--- src/rtl/fb_pkg.sv ---
// Shared frame-buffer constants, writer state encoding and colours.
// Used by the rectangle writer and the display-side address generator.
package fb_pkg;

  localparam int H_RES   = 320;
  localparam int V_RES   = 240;
  localparam int ADDR_W  = 17;
  localparam int COLOR_W = 12;

  typedef enum logic [1:0] {
    IDLE,
    SETUP,
    FILL,
    DONE
  } fb_wr_state_t;

  localparam logic [COLOR_W-1:0] COLOR_BLACK = 12'h000;
  localparam logic [COLOR_W-1:0] COLOR_WHITE = 12'hFFF;

endpackage

--- src/rtl/fb_rect_writer_if.sv ---
// Rectangle command handshake plus frame-buffer port B write bus.
// master = command issuer / BRAM side, slave = the writer.
interface fb_rect_writer_if
  import fb_pkg::*;
#(
  parameter int AW = fb_pkg::ADDR_W,
  parameter int CW = fb_pkg::COLOR_W
);

  logic          start;
  logic [8:0]    x0;
  logic [7:0]    y0;
  logic [8:0]    w;
  logic [7:0]    h;
  logic [CW-1:0] color;
  logic          stall;
  logic          we;
  logic [AW-1:0] addr;
  logic [CW-1:0] din;
  logic          busy;
  logic          done;

  modport slave (
    input  start, x0, y0, w, h, color, stall,
    output we, addr, din, busy, done
  );

  modport master (
    output start, x0, y0, w, h, color, stall,
    input  we, addr, din, busy, done
  );

endinterface

--- src/rtl/fb_rect_writer.sv ---
// Clips a rectangle command to the screen and fills it with one colour,
// one raster-ordered pixel write per unstalled clock on BRAM port B.
module fb_rect_writer
  import fb_pkg::*;
#(
  parameter int H_RES   = fb_pkg::H_RES,
  parameter int V_RES   = fb_pkg::V_RES,
  parameter int ADDR_W  = fb_pkg::ADDR_W,
  parameter int COLOR_W = fb_pkg::COLOR_W
) (
  input  logic            clk,
  input  logic            rst,
  fb_rect_writer_if.slave bus
);

  fb_wr_state_t state_q, state_d;

  logic [8:0]         x0_q;
  logic [7:0]         y0_q;
  logic [8:0]         w_q;
  logic [7:0]         h_q;
  logic [COLOR_W-1:0] color_q;

  logic [9:0]         x_q, x_end_q;
  logic [8:0]         y_q, y_end_q;
  logic [ADDR_W-1:0]  row_base_q;
  logic [ADDR_W-1:0]  addr_q;

  logic [9:0]         x_sum;
  logic [8:0]         y_sum;
  logic [9:0]         x_end_c;
  logic [8:0]         y_end_c;
  logic               empty;
  logic [ADDR_W-1:0]  y_ext;
  logic [ADDR_W-1:0]  row_base_c;
  logic [ADDR_W-1:0]  wr_addr;
  logic               x_last;
  logic               y_last;
  logic               we;

  // Sums are one bit wider than the operands so they never wrap
  assign x_sum   = {1'b0, x0_q} + {1'b0, w_q};
  assign y_sum   = {1'b0, y0_q} + {1'b0, h_q};
  assign x_end_c = (x_sum > 10'(H_RES)) ? 10'(H_RES) : x_sum;
  assign y_end_c = (y_sum > 9'(V_RES)) ? 9'(V_RES) : y_sum;

  assign empty = (w_q == 9'd0) || (h_q == 8'd0) ||
                 ({1'b0, x0_q} >= 10'(H_RES)) ||
                 ({1'b0, y0_q} >= 9'(V_RES));

  // y0 * 320 as (y0 << 8) + (y0 << 6)
  assign y_ext      = ADDR_W'(y0_q);
  assign row_base_c = (y_ext << 8) + (y_ext << 6);

  assign wr_addr = row_base_q + ADDR_W'(x_q);
  assign x_last  = (x_q == x_end_q - 10'd1);
  assign y_last  = (y_q == y_end_q - 9'd1);
  assign we      = (state_q == FILL) && !bus.stall;

  assign bus.we   = we;
  assign bus.addr = we ? wr_addr : addr_q;
  assign bus.din  = color_q;
  assign bus.busy = (state_q != IDLE);
  assign bus.done = (state_q == DONE);

  always_comb begin
    state_d = state_q;
    unique case (state_q)
      IDLE:  if (bus.start) state_d = SETUP;
      SETUP: state_d = empty ? DONE : FILL;
      FILL:  if (we && x_last && y_last) state_d = DONE;
      DONE:  state_d = IDLE;
      default: state_d = IDLE;
    endcase
  end

  always_ff @(posedge clk) begin
    if (rst) begin
      state_q <= IDLE;
    end else begin
      state_q <= state_d;
    end
  end

  always_ff @(posedge clk) begin
    if (rst) begin
      x0_q       <= '0;
      y0_q       <= '0;
      w_q        <= '0;
      h_q        <= '0;
      color_q    <= '0;
      x_q        <= '0;
      y_q        <= '0;
      x_end_q    <= '0;
      y_end_q    <= '0;
      row_base_q <= '0;
      addr_q     <= '0;
    end else begin
      unique case (state_q)
        IDLE: begin
          if (bus.start) begin
            x0_q    <= bus.x0;
            y0_q    <= bus.y0;
            w_q     <= bus.w;
            h_q     <= bus.h;
            color_q <= bus.color;
          end
        end
        SETUP: begin
          x_end_q    <= x_end_c;
          y_end_q    <= y_end_c;
          row_base_q <= row_base_c;
          x_q        <= {1'b0, x0_q};
          y_q        <= {1'b0, y0_q};
        end
        FILL: begin
          if (we) begin
            addr_q <= wr_addr;
            if (x_last) begin
              x_q        <= {1'b0, x0_q};
              y_q        <= y_q + 9'd1;
              row_base_q <= row_base_q + ADDR_W'(H_RES);
            end else begin
              x_q <= x_q + 10'd1;
            end
          end
        end
        default: ;
      endcase
    end
  end

endmodule

--- src/flat_wrapper.sv ---
// flat-port wrapper written by rule: the top's interface ports become plain ports
module fb_rect_writer_flat import fb_pkg::*;
#(
  parameter int H_RES   = fb_pkg::H_RES,
  parameter int V_RES   = fb_pkg::V_RES,
  parameter int ADDR_W  = fb_pkg::ADDR_W,
  parameter int COLOR_W = fb_pkg::COLOR_W
)
  (clk, rst, bus_start, bus_x0, bus_y0, bus_w, bus_h, bus_color, bus_stall, bus_we, bus_addr, bus_din, bus_busy, bus_done);
  fb_rect_writer_if bus_i ();
  input  logic clk;
  input  logic rst;
  input wire logic [$bits(bus_i.start)-1:0] bus_start;
  input wire logic [$bits(bus_i.x0)-1:0] bus_x0;
  input wire logic [$bits(bus_i.y0)-1:0] bus_y0;
  input wire logic [$bits(bus_i.w)-1:0] bus_w;
  input wire logic [$bits(bus_i.h)-1:0] bus_h;
  input wire logic [$bits(bus_i.color)-1:0] bus_color;
  input wire logic [$bits(bus_i.stall)-1:0] bus_stall;
  output wire logic [$bits(bus_i.we)-1:0] bus_we;
  output wire logic [$bits(bus_i.addr)-1:0] bus_addr;
  output wire logic [$bits(bus_i.din)-1:0] bus_din;
  output wire logic [$bits(bus_i.busy)-1:0] bus_busy;
  output wire logic [$bits(bus_i.done)-1:0] bus_done;
  assign bus_i.start = bus_start;
  assign bus_i.x0 = bus_x0;
  assign bus_i.y0 = bus_y0;
  assign bus_i.w = bus_w;
  assign bus_i.h = bus_h;
  assign bus_i.color = bus_color;
  assign bus_i.stall = bus_stall;
  assign bus_we = bus_i.we;
  assign bus_addr = bus_i.addr;
  assign bus_din = bus_i.din;
  assign bus_busy = bus_i.busy;
  assign bus_done = bus_i.done;
  fb_rect_writer #(.H_RES(H_RES), .V_RES(V_RES), .ADDR_W(ADDR_W), .COLOR_W(COLOR_W)) u_core (.clk(clk), .rst(rst), .bus(bus_i));
endmodule
--- config.mk ---
export PLATFORM = sky130hd
export DESIGN_NAME = fb_rect_writer_flat
export DESIGN_NICKNAME = d
export VERILOG_FILES = /design/src/rtl/fb_pkg.sv /design/src/rtl/fb_rect_writer_if.sv /design/src/rtl/fb_rect_writer.sv /design/src/flat_wrapper.sv
export SDC_FILE = /design/constraint.sdc
export NUM_CORES = 1
export LEC_CHECK = 0
export CAP_MARGIN = 20
export CORE_UTILIZATION = 58
export DETAILED_ROUTE_END_ITERATION = 8
export DONT_BUFFER_PORTS = 1
export PLACE_DENSITY = 0.76
export SYNTH_ARGS = -nofsm -noshare
export SYNTH_HDL_FRONTEND = slang
export SYNTH_SLANG_ARGS = --single-unit
export TNS_END_PERCENT = 50
--- constraint.sdc ---
create_clock -name clk -period 3.1 [get_ports clk]
set_clock_uncertainty 0.15 [all_clocks]
set_input_delay 0.62 -clock clk [delete_from_list [all_inputs] [get_ports clk]]
set_output_delay 0.62 -clock clk [all_outputs]
set_load 0.005 [all_outputs]
==> flow_metrics.py <==
metrics = {
    "run_status": {
        "status": "complete, but fails checks",
        "violations": "design-rule violations",
    },
    "clock_network": {
        "cts_tree": "built",
        "cts_buffer_depth": 2,
        "root_buffer": "clkbuf_16",
        "post_cts_buffers": 0,
        "hold_buffers": 0,
        "insertion_delay_ps": 420,
        "cts_htree_levels": 4,
        "clk_pin_slew_ps": 50,
        "cts_buffers": 17,
        "cts.sinks": 114,
        "cts_resized": 3,
    },
    "pwr": {
        "pwr-share-comb": 0.439,
        "p_switching_uw": 3080,
        "internal_power_uw": 4550,
        "clkPwrFrac": 0.273,
        "switching_share": 0.404,
        "finalPower_uw": 7630,
        "power_density_mw_per_mm2": 983,
        "seq_power_share": 0.288,
        "power.static_leakage_uw": 0.00297,
        "ir_worst_vdd_mv": 0.611,
    },
    "place": {
        "dp_hpwl_um": 12500,
        "pre_cts_ws_ps": 40.6,
        "placed_cell_area_mm2": 0.00705,
        "numPortBuffers": 0,
        "gp_congestion": 0.897,
        "dp_cells": 1011,
    },
    "timing": {
        "slew_headroom": 0.437,
        "period_share": 0.986,
        "max_freq_mhz": 327,
        "tightest_slew_ps": 841,
        "whs_ps": 123,
        "min_period_ps": 3060,
        "final-setup-viol-count": 0,
        "fin_ws_ps": 41.9,
        "hold_viol_final": 0,
        "maxSlewViolCount": 0,
    },
    "die": {
        "die_h_um": 111,
        "die_area_mm2": 0.0124,
        "core_mm2": 0.0115,
        "start_util": 0.601,
        "ios": 82,
        "rows": 39,
        "die_x_um": 111,
    },
    "routing": {
        "drt-total-wl_um": 17600,
        "drt_pre_antenna_iters": 7,
        "drt_iter0_drc": 351,
        "routedWlPerCell_um": 16.9,
        "num_vias": 6438,
        "ant_nets": 0,
        "route.detailed.drc": 2,
        "via_per_inst": 6.18,
        "wl_met2_um": 8310,
        "wl_met3_um": 1120,
        "highest-signal-layer": "met4",
        "met1_length_um": 7810,
    },
    "setup_path": {
        "cp_data_required_time_ps": 2330,
        "start_kind": "flop",
        "cp.arrival_ps": 2290,
        "cp_max_fo": 7,
        "worstSetupPathType": "flop to primary output",
        "cp-end-kind": "primary output",
    },
    "yosys": {
        "netlist_instances": 893,
        "synthArstFlopShare": 0,
        "netlist_area_mm2": 0.00692,
        "ys.flop_type": "dfxtp_1",
        "seq_area_frac_synth": 0.330,
        "synth_enable_flop_cells": 0,
        "syn-num-nets": 984,
        "yosysWarnings": 0,
        "yosysUniqueCellTypes": 72,
        "ys_ff_latch": 114,
        "syn_area_per_cell_um2": 7.75,
    },
    "layout": {
        "layout-drive-gt1-share": 0.0912,
        "finish.instance_area_mm2": 0.00776,
        "layout_commonest_cell": "nand2_1",
        "area_growth_pct": 12.2,
        "layout.nets": 978,
        "fin_cells": 1042,
        "layout_common_cells": "nand2_1, dfxtp_1, a21oi_1, nor2_1, ha_1",
        "antennaDiodeCount": 0,
    },
    "global_route": {
        "grt_max_degree": 94,
        "grt_pass1_vias": 6162,
        "grt_use_total": 0.291,
        "grt_pass1_wl_um": 28900,
        "antenna_found_initial": 0,
        "grt_overflow_total": 0,
    },
    "worst_hold_path": {
        "hold_path.class": "input port to flop",
    },
    "run": {
        "drv_cap": 0,
    },
}
==> worst paths after layout <==
kind | startpoint | endpoint | slack, ps | depth (start not counted)
worst max-delay path | u_core.x_q[7] | bus_addr[13] | 40 | 8
worst max register to register | u_core.x_end_q[2] | u_core.row_base_q[9] | 100 | 7
worst min register to register | u_core.w_q[6] | u_core.w_q[6] | 320 | 2
worst min-delay path | rst | u_core.x0_q[0] | 120 | 1
==> cell type report <==
class	instances	area (µm²)
fillers	957	3750
inverters	33	124
well taps	143	179
flip-flops and latches	114	2280
clock buffers	22	484
repair buffers	25	188
clock inverters	9	153
multi-input cells	696	4350
==> sequential cells by signal, indices dropped and copies added, names as in the netlist <==
| register | count |
|---|---|
| u_core.row_base_q | 11 |
| u_core.y_end_q | 9 |
| u_core.x_end_q | 10 |
| u_core.y_q | 9 |
| u_core.y0_q | 8 |
| u_core.state_q | 2 |
| u_core.addr_q | 17 |
| u_core.x0_q | 9 |
| u_core.w_q | 9 |
| u_core.h_q | 8 |
| u_core.x_q | 10 |
| u_core.bus.din | 12 |
==> cell usage after synthesis, types with 20 or more instances <==
master    instances  area share
nor3_1           31       0.022
o21ai_0          36       0.026
ha_1             38       0.069
nand3_1          28       0.020
nor2_1           57       0.031
nand2_1         165       0.090
xor2_1           20       0.025
inv_1            32       0.017
xnor2_1          29       0.037
a21oi_1          83       0.060
dfxtp_1         114        0.33
clkbuf_1         37       0.020
==> through the flow <==
| step | setup TNS, ps | utilization |
|---|---|---|
| floorplan | 0 | - |
| global placement | 0 | 0.612 |
| detailed placement | 0 | 0.612 |
| CTS | 0 | 0.668 |
| finish | 0 | 0.674 |
| global route | -238 | 0.674 |
==> power groups by stage <==
stage / clock [µW] / sequential, µW / combinational [µW]
detailed placement: 0 / 2200 / 3190
floorplan: 0 / 2060 / 2600
CTS: 2100 / 2170 / 3220
global route: 2170 / 2240 / 3710
finish: 2080 / 2200 / 3350
global placement: 0 / 2180 / 3080
==> critical path, cell delays in order, from the launching register on <==
cell,delay (ps)
dfxtp_2,440
ha_4,250
a21o_1,190
a21oi_2,210
nor2b_1,80
nor2_1,210
nor2b_1,120
xnor2_1,160
a21oi_1,210
==> kinds of logic after synthesis <==
family,count (synthesis),synth area share
adders and majority gates,41,0.0774
DFF,114,0.330
buffers and inverters,83,0.0514
AOI/OAI and AO/OA,231,0.221
muxes,4,0.00579
other,1,0.000542
xor gates and xnor gates,49,0.0620
and+or+nand+nor,370,0.252
==> metal layers <==
layer / track usage / vias to the layer above
li1: - / 3188
met2: 0.467 / 213
met5: 0 / -
met1: 0.372 / 3007
met3: 0.0689 / 30
met4: 0.128 / 0
Power figures use the tool's default switching activity.
